==> config.mk <==
export PLATFORM = sky130hd
export DESIGN_NAME = paddle_position_mapper
export DESIGN_NICKNAME = d
export VERILOG_FILES = /design/src/rtl/paddle_position_mapper.sv
export SDC_FILE = /design/constraint.sdc
export NUM_CORES = 1
export LEC_CHECK = 0
export BUFFER_PORTS_ARGS = -buffer_cell sky130_fd_sc_hd__buf_4
export CORE_AREA = 5 5 154 156
export CTS_CLUSTER_SIZE = 28
export DETAILED_ROUTE_END_ITERATION = 12
export DIE_AREA = 0 0 159 161
export PLACE_DENSITY = 0.61
export SETUP_SLACK_MARGIN = 0.05
export SLEW_MARGIN = 30
export SYNTH_ARGS = -nofsm -noshare
export SYNTH_HDL_FRONTEND = slang
export SYNTH_SLANG_ARGS = --single-unit
export TNS_END_PERCENT = 100
==> constraint.sdc <==
create_clock -name clk -period 14.31 [get_ports clk]
set_input_delay 1.431 -clock clk [delete_from_list [all_inputs] [get_ports clk]]
set_output_delay 1.431 -clock clk [all_outputs]
set_load 0.05 [all_outputs]
==> src/rtl/paddle_position_mapper.sv <==
// ---------------------------------------------------------------------------
// paddle_position_mapper
//
// Converts a filtered paddle reading into the top line of the paddle on
// screen. It tracks the smallest and largest reading seen so far as its
// calibration. Each accepted sample is scaled into 0..(v_active-PADDLE_H)
// with a multiply followed by a sequential restoring divide. The result moves
// the target only when it differs from the current target by at least HYST
// lines. The visible position copies the target only on newframe, so the
// paddle never moves part-way through a frame.
//
// Optional build macro:
//   PADDLE_MAP_INVERT_EN  - mirror the mapped value (range - q) for
//                           reversed pot wiring; timing is unchanged.
//
// Ports:
//   clk             system clock
//   reset           synchronous, active-high reset
//   in              filtered paddle sample (IN_W bits)
//   in_latch        one-cycle strobe, in is valid; ignored while busy
//   v_active        visible lines of the current video standard
//   newframe        one-cycle frame-start pulse; updates position
//   position        paddle top line presented to the game
//   position_valid  high once a first target has been committed
//   busy            a sample is being processed
//   cal_min         smallest sample seen since reset
//   cal_max         largest sample seen since reset
//
// State table:
//   state  | meaning
//   IDLE   | waiting for in_latch; updates calibration on accept
//   MULT   | latch range, pick centre path or form numerator
//   DIV    | restoring divide num/span, one quotient bit per cycle
//   HYST   | hysteresis compare and target commit
// ---------------------------------------------------------------------------
module paddle_position_mapper #(
    parameter int IN_W     = 8,
    parameter int POS_W    = 9,
    parameter int PADDLE_H = 32,
    parameter int HYST     = 2,
    parameter int MIN_SPAN = 16
) (
    input  logic             clk,
    input  logic             reset,
    input  logic [IN_W-1:0]  in,
    input  logic             in_latch,
    input  logic [POS_W-1:0] v_active,
    input  logic             newframe,
    output logic [POS_W-1:0] position,
    output logic             position_valid,
    output logic             busy,
    output logic [IN_W-1:0]  cal_min,
    output logic [IN_W-1:0]  cal_max
);

    // The numerator (sample - cal_min) * range needs IN_W + POS_W bits.
    localparam int NUM_W = IN_W + POS_W;
    localparam int CNT_W = $clog2(NUM_W);

    localparam logic [31:0]      PADDLE_H_U = 32'(PADDLE_H);
    localparam logic [31:0]      MIN_SPAN_U = 32'(MIN_SPAN);
    localparam logic [POS_W-1:0] HYST_W     = POS_W'(HYST);
    localparam logic [CNT_W-1:0] CNT_LAST   = CNT_W'(NUM_W - 1);

    typedef enum logic [1:0] {
        S_IDLE = 2'd0,
        S_MULT = 2'd1,
        S_DIV  = 2'd2,
        S_HYST = 2'd3
    } state_t;

    state_t state, state_next;

    logic [IN_W-1:0]  sample_q;
    logic [POS_W-1:0] range_q;
    logic [IN_W-1:0]  span_q;
    logic [NUM_W-1:0] num_q;
    logic [IN_W-1:0]  rem_q;
    logic [NUM_W-2:0] quo_q;
    logic [CNT_W-1:0] cnt_q;
    logic [POS_W-1:0] q_q;
    logic [POS_W-1:0] target_q;

    // -----------------------------------------------------------------------
    // Combinational helpers
    // -----------------------------------------------------------------------
    logic [31:0]      v_active_ext;
    logic [POS_W-1:0] range_now;
    logic [IN_W-1:0]  span_now;
    logic [IN_W-1:0]  offset_now;
    logic [NUM_W-1:0] product_now;
    logic             span_small;

    assign v_active_ext = 32'(v_active);
    assign range_now    = (v_active_ext > PADDLE_H_U)
                          ? POS_W'(v_active_ext - PADDLE_H_U) : '0;
    assign span_now     = cal_max - cal_min;
    assign offset_now   = sample_q - cal_min;
    assign product_now  = NUM_W'(offset_now) * NUM_W'(range_now);
    assign span_small   = (32'(span_now) < MIN_SPAN_U);

    // One restoring-divide step: bring down the next numerator bit and
    // subtract the divisor if it fits. rem_q < span_q always holds, so the
    // trial fits in IN_W+1 bits and the new remainder fits back in IN_W.
    logic [IN_W:0]    trial;
    logic             q_bit;
    logic [IN_W:0]    trial_sub;
    logic [IN_W-1:0]  rem_next;
    logic [NUM_W-1:0] quo_next;
    logic [POS_W-1:0] quo_clamped;

    assign trial       = {rem_q, num_q[NUM_W-1]};
    assign q_bit       = (trial >= {1'b0, span_q});
    assign trial_sub   = trial - {1'b0, span_q};
    assign rem_next    = q_bit ? trial_sub[IN_W-1:0] : trial[IN_W-1:0];
    assign quo_next    = {quo_q, q_bit};
    // The quotient cannot exceed range in practice; the clamp is defensive.
    assign quo_clamped = (quo_next > NUM_W'(range_q)) ? range_q : quo_next[POS_W-1:0];

    // Hysteresis compare on the (optionally mirrored) committed value.
    logic [POS_W-1:0] q_eff;
    logic [POS_W-1:0] q_delta;
    logic             commit;

`ifdef PADDLE_MAP_INVERT_EN
    assign q_eff = range_q - q_q;
`else
    assign q_eff = q_q;
`endif

    assign q_delta = (q_eff >= target_q) ? (q_eff - target_q) : (target_q - q_eff);
    assign commit  = (state == S_HYST) && (!position_valid || (q_delta >= HYST_W));

    // -----------------------------------------------------------------------
    // FSM state register
    // -----------------------------------------------------------------------
    always_ff @(posedge clk) begin
        if (reset) begin
            state <= S_IDLE;
        end else begin
            state <= state_next;
        end
    end

    // -----------------------------------------------------------------------
    // FSM next-state and outputs
    // -----------------------------------------------------------------------
    always_comb begin
        state_next = state;
        busy       = 1'b1;
        case (state)
            S_IDLE: begin
                busy = 1'b0;
                if (in_latch) begin
                    state_next = S_MULT;
                end
            end
            S_MULT: begin
                state_next = span_small ? S_HYST : S_DIV;
            end
            S_DIV: begin
                if (cnt_q == '0) begin
                    state_next = S_HYST;
                end
            end
            S_HYST: begin
                state_next = S_IDLE;
            end
            default: begin
                state_next = S_IDLE;
            end
        endcase
    end

    // -----------------------------------------------------------------------
    // Datapath
    // -----------------------------------------------------------------------
    always_ff @(posedge clk) begin
        if (reset) begin
            sample_q       <= '0;
            cal_min        <= '1;
            cal_max        <= '0;
            range_q        <= '0;
            span_q         <= '0;
            num_q          <= '0;
            rem_q          <= '0;
            quo_q          <= '0;
            cnt_q          <= '0;
            q_q            <= '0;
            target_q       <= '0;
            position       <= '0;
            position_valid <= 1'b0;
        end else begin
            case (state)
                S_IDLE: begin
                    if (in_latch) begin
                        sample_q <= in;
                        if (in < cal_min) cal_min <= in;
                        if (in > cal_max) cal_max <= in;
                    end
                end
                S_MULT: begin
                    range_q <= range_now;
                    span_q  <= span_now;
                    rem_q   <= '0;
                    quo_q   <= '0;
                    cnt_q   <= CNT_LAST;
                    if (span_small) begin
                        // Too little travel seen to trust the scaling: centre.
                        q_q   <= range_now >> 1;
                        num_q <= '0;
                    end else begin
                        num_q <= product_now;
                    end
                end
                S_DIV: begin
                    rem_q <= rem_next;
                    num_q <= num_q << 1;
                    quo_q <= quo_next[NUM_W-2:0];
                    cnt_q <= cnt_q - 1'b1;
                    if (cnt_q == '0) begin
                        q_q <= quo_clamped;
                    end
                end
                S_HYST: begin
                    if (commit) begin
                        target_q       <= q_eff;
                        position_valid <= 1'b1;
                    end
                end
                default: begin
                end
            endcase

            // The frame update reads the pre-commit target when both coincide.
            if (newframe) begin
                position <= (target_q > range_now) ? range_now : target_q;
            end
        end
    end

endmodule

==> reports/qor.csv <==
metric,value,unit
cts bufs inserted,17,
max-slew violation count,0,
Min-Delay Path Depth,2,
P&R area growth vs syn,12.17,%
Max-Slew Margin vs Limit,36.58,%
Die W,159,microns
Period minus WS final,6.858,ns
# DRC,0,
Post-Syn Area per Cell,7.947,sq um
post-synthesis sequential area ratio,23.87,%
worst-path maximum fanout,9,
Detail Route Antenna Nets,0,
First-pass DRT Iterations,7,
final WL,23850,microns
hold crit path type,reg -> reg,
number of buffers added on ports,47,
CP Launch Type,flop,
final period utilization,47.92,%
clock slew seen by the registers of the worst setup and hold paths,0.06,ns
die height,161,microns
cell area after synthesis,9814,sq um
Max Cap Viol,0,
Root Buffer,clkbuf_16,
largest net degree at the start of global routing,93,
Filler cells,2168,
Crit. End Element,flop,
skew final,0.01061,ns
Final GP Congestion,0.8190,
Core Area,22230,sq um
CTS tree,done,
setup violators final,0,
origin of the critical flop-to-flop path,cal_min[1]$_SDFFE_PP1P_,
FF-to-FF End,num_q[16]$_SDFFE_PP0P_,
share of cells above drive strength 1,8.947,%
post-synthesis cell type count,72,
Post-synth EDFFs,0,
worst slew pin tran,0.9445,ns
Critical Path RT,14.62,ns
clock buffer depth,2,
Synth Warn #,0,
M1 WL,11410,microns
Cell Rows,55,
Synth async-reset ratio,0,%
WS Path Type,reg -> reg,
predominant post-synthesis flop cell,dfxtp_1,
met2 wire len,11540,microns
io pins,48,
Hold EP,sample_q[0]$_SDFFE_PP0P_,
RSZ-0062 raised after global routing,no,
setup_tns,0,ns
clock sinks,117,
H-tree levels,4,
hold buffer count at cts,0,
vias,8388,
GRT overflow,0,
drt wl/cell,15.41,microns
most frequent cells in the layout,"inv_1, nor2_1, dfxtp_1",
first-pass GRT wire length,40570,microns
DR top layer,met4,
r2r worst-path depth,26,
vias in the first global route,8046,
Die ar.,25600,sq um
status,completed,
vias per inst,5.419,
antenna cells,0,
nets@finish,1436,
number of antenna violations at the first check in global routing,0,
DR iter-0 viols,480,
"flops & latches, synth",117,
Initial Utilization,44.15,%
flop-to-flop setup slack,7.45,ns
"leading cell type in the layout, fill and taps excluded",inv_1,
GRT Resource Usage Total,18.60,%
WL met3,572,microns
Post-CTS Setup Inserts,0,
Fin. Hold Viols,0,
maximum clock frequency,0.1458,GHz
post-DP HPWL,18250,microns
Clock Latency Late Sink,0.42,ns
Worst EP arrival,7.16,ns
Post-CTS Resized,0,
beginning of the worst hold path,sample_q[0]$_SDFFE_PP0P_,
Syn Nets,1420,
Cells after Synth,1235,
[state kept, by name, indices dropped and copies added (netlist names)]
name            cells
state               2
q_eff               9
cal_max             8
rem_q               8
position            9
range_q             9
num_q              17
cal_min             8
quo_q              16
span_q              8
sample_q            8
target_q            9
position_valid      1
cnt_q               5
[per-stage QoR]
stage	setup WS, ns	cell area (sq um)	hold slack, ns	utilization, %	std cells
floorplan	7.662	9814	0.4363	-	1235
global placement	7.241	10340	0.4486	46.54	1517
detailed placement	7.123	10340	0.4508	46.54	1517
CTS	7.405	10990	0.4588	49.45	1548
global route	6.885	11010	0.4842	49.53	1548
finish	7.453	11010	0.4554	49.53	1548
[worst max-delay path, stage by stage, from the launching register on]
cell and delay (ns):
dfxtp_1 0.37, inv_1 0.15, ha_1 0.31, nor2b_1 0.12, o21ai_0 0.20, a21boi_0 0.12
o21ai_0 0.24, a21boi_0 0.12, o21ai_0 0.20, a21oi_1 0.30, or3_1 0.46, fa_1 0.51
fa_1 0.56, inv_1 0.06, fa_1 0.53, inv_1 0.06, fa_1 0.55, inv_1 0.05
ha_1 0.34, o21a_1 0.19, o21a_1 0.17, a2111oi_0 0.36, or3_1 0.20, o21a_1 0.16
o21ai_1 0.09, xnor2_1 0.13, a22o_1 0.18
[cells by family after synthesis]
group / after synthesis / share of synthesized area (%)
xor+xnor: 32 / 2.856
simple gates: 392 / 18.66
buf+inv: 211 / 8.248
flops: 117 / 23.87
mux: 34 / 3.582
compound gates: 285 / 18.28
fa+ha+maj: 164 / 24.50
[Yosys cell counts (3+ instances only)]
master    instances  share of area (%)
a211oi_1         15                1.1
a21boi_0          7               0.54
a21o_1           14                1.1
a21oi_1         104                5.3
a221oi_1          4               0.36
a22oi_1           7               0.54
a311oi_1         10               0.89
a31oi_1           6               0.38
and2_1            4               0.25
and3_1           17                1.1
clkbuf_1         50                1.9
clkinv_1          4               0.15
dfxtp_1         117                 24
fa_1             47                9.6
ha_1            117                 15
inv_1           150                5.7
mux2_2            9                1.0
mux2i_1          25                2.5
nand2_1          94                3.6
nand2b_1         10               0.64
nand3_1          38                1.9
nand4_1          11               0.70
nor2_1          137                5.2
nor2b_1          11               0.70
nor3_1           25                1.3
nor3b_1           4               0.31
nor4_1            5               0.32
o211ai_1          5               0.38
o21a_1            9               0.69
o21ai_0          56                2.9
o21ai_1           5               0.25
o21bai_1          3               0.23
o22ai_1           7               0.45
o311ai_0          8               0.71
or2_2             7               0.45
or3_1            17                1.1
xnor2_1          19                1.7
xor2_1           13                1.2
[worst max path at each step]
stage,start,to,slack (ns),cells past startpoint
after floorplan,v_active[5],num_q[16]$_SDFFE_PP0P_,7.66,22
after global placement,v_active[5],num_q[16]$_SDFFE_PP0P_,7.24,23
after detailed placement,v_active[5],num_q[16]$_SDFFE_PP0P_,7.12,23
after CTS,cal_min[1]$_SDFFE_PP1P_,num_q[16]$_SDFFE_PP0P_,7.40,26
after global routing,cal_min[1]$_SDFFE_PP1P_,num_q[16]$_SDFFE_PP0P_,6.89,26
final,cal_min[1]$_SDFFE_PP1P_,num_q[16]$_SDFFE_PP0P_,7.45,26
[final cells by class]
type	count	area, sq um	share of cell area [%]
Clock buffer	22	474.2	4.307
Clock inverter	9	173.9	1.580
Inverter	155	581.8	5.285
Timing Repair Buffer	53	401.6	3.648
Sequential cell	117	2342	21.28
Multi-Input combinational cell	907	6679	60.67
Tap cell	285	356.6	3.239
[routing by layer]
layer,up-vias,global-route usage [%]
met3,29,2.577
met5,-,0
li1,4274,-
met1,3984,25.06
met4,0,4.614
met2,101,31.66
Power is left out: the tool's default activity adds up to more than one toggle a clock period on the data nets, which glitch-free logic cannot reach.
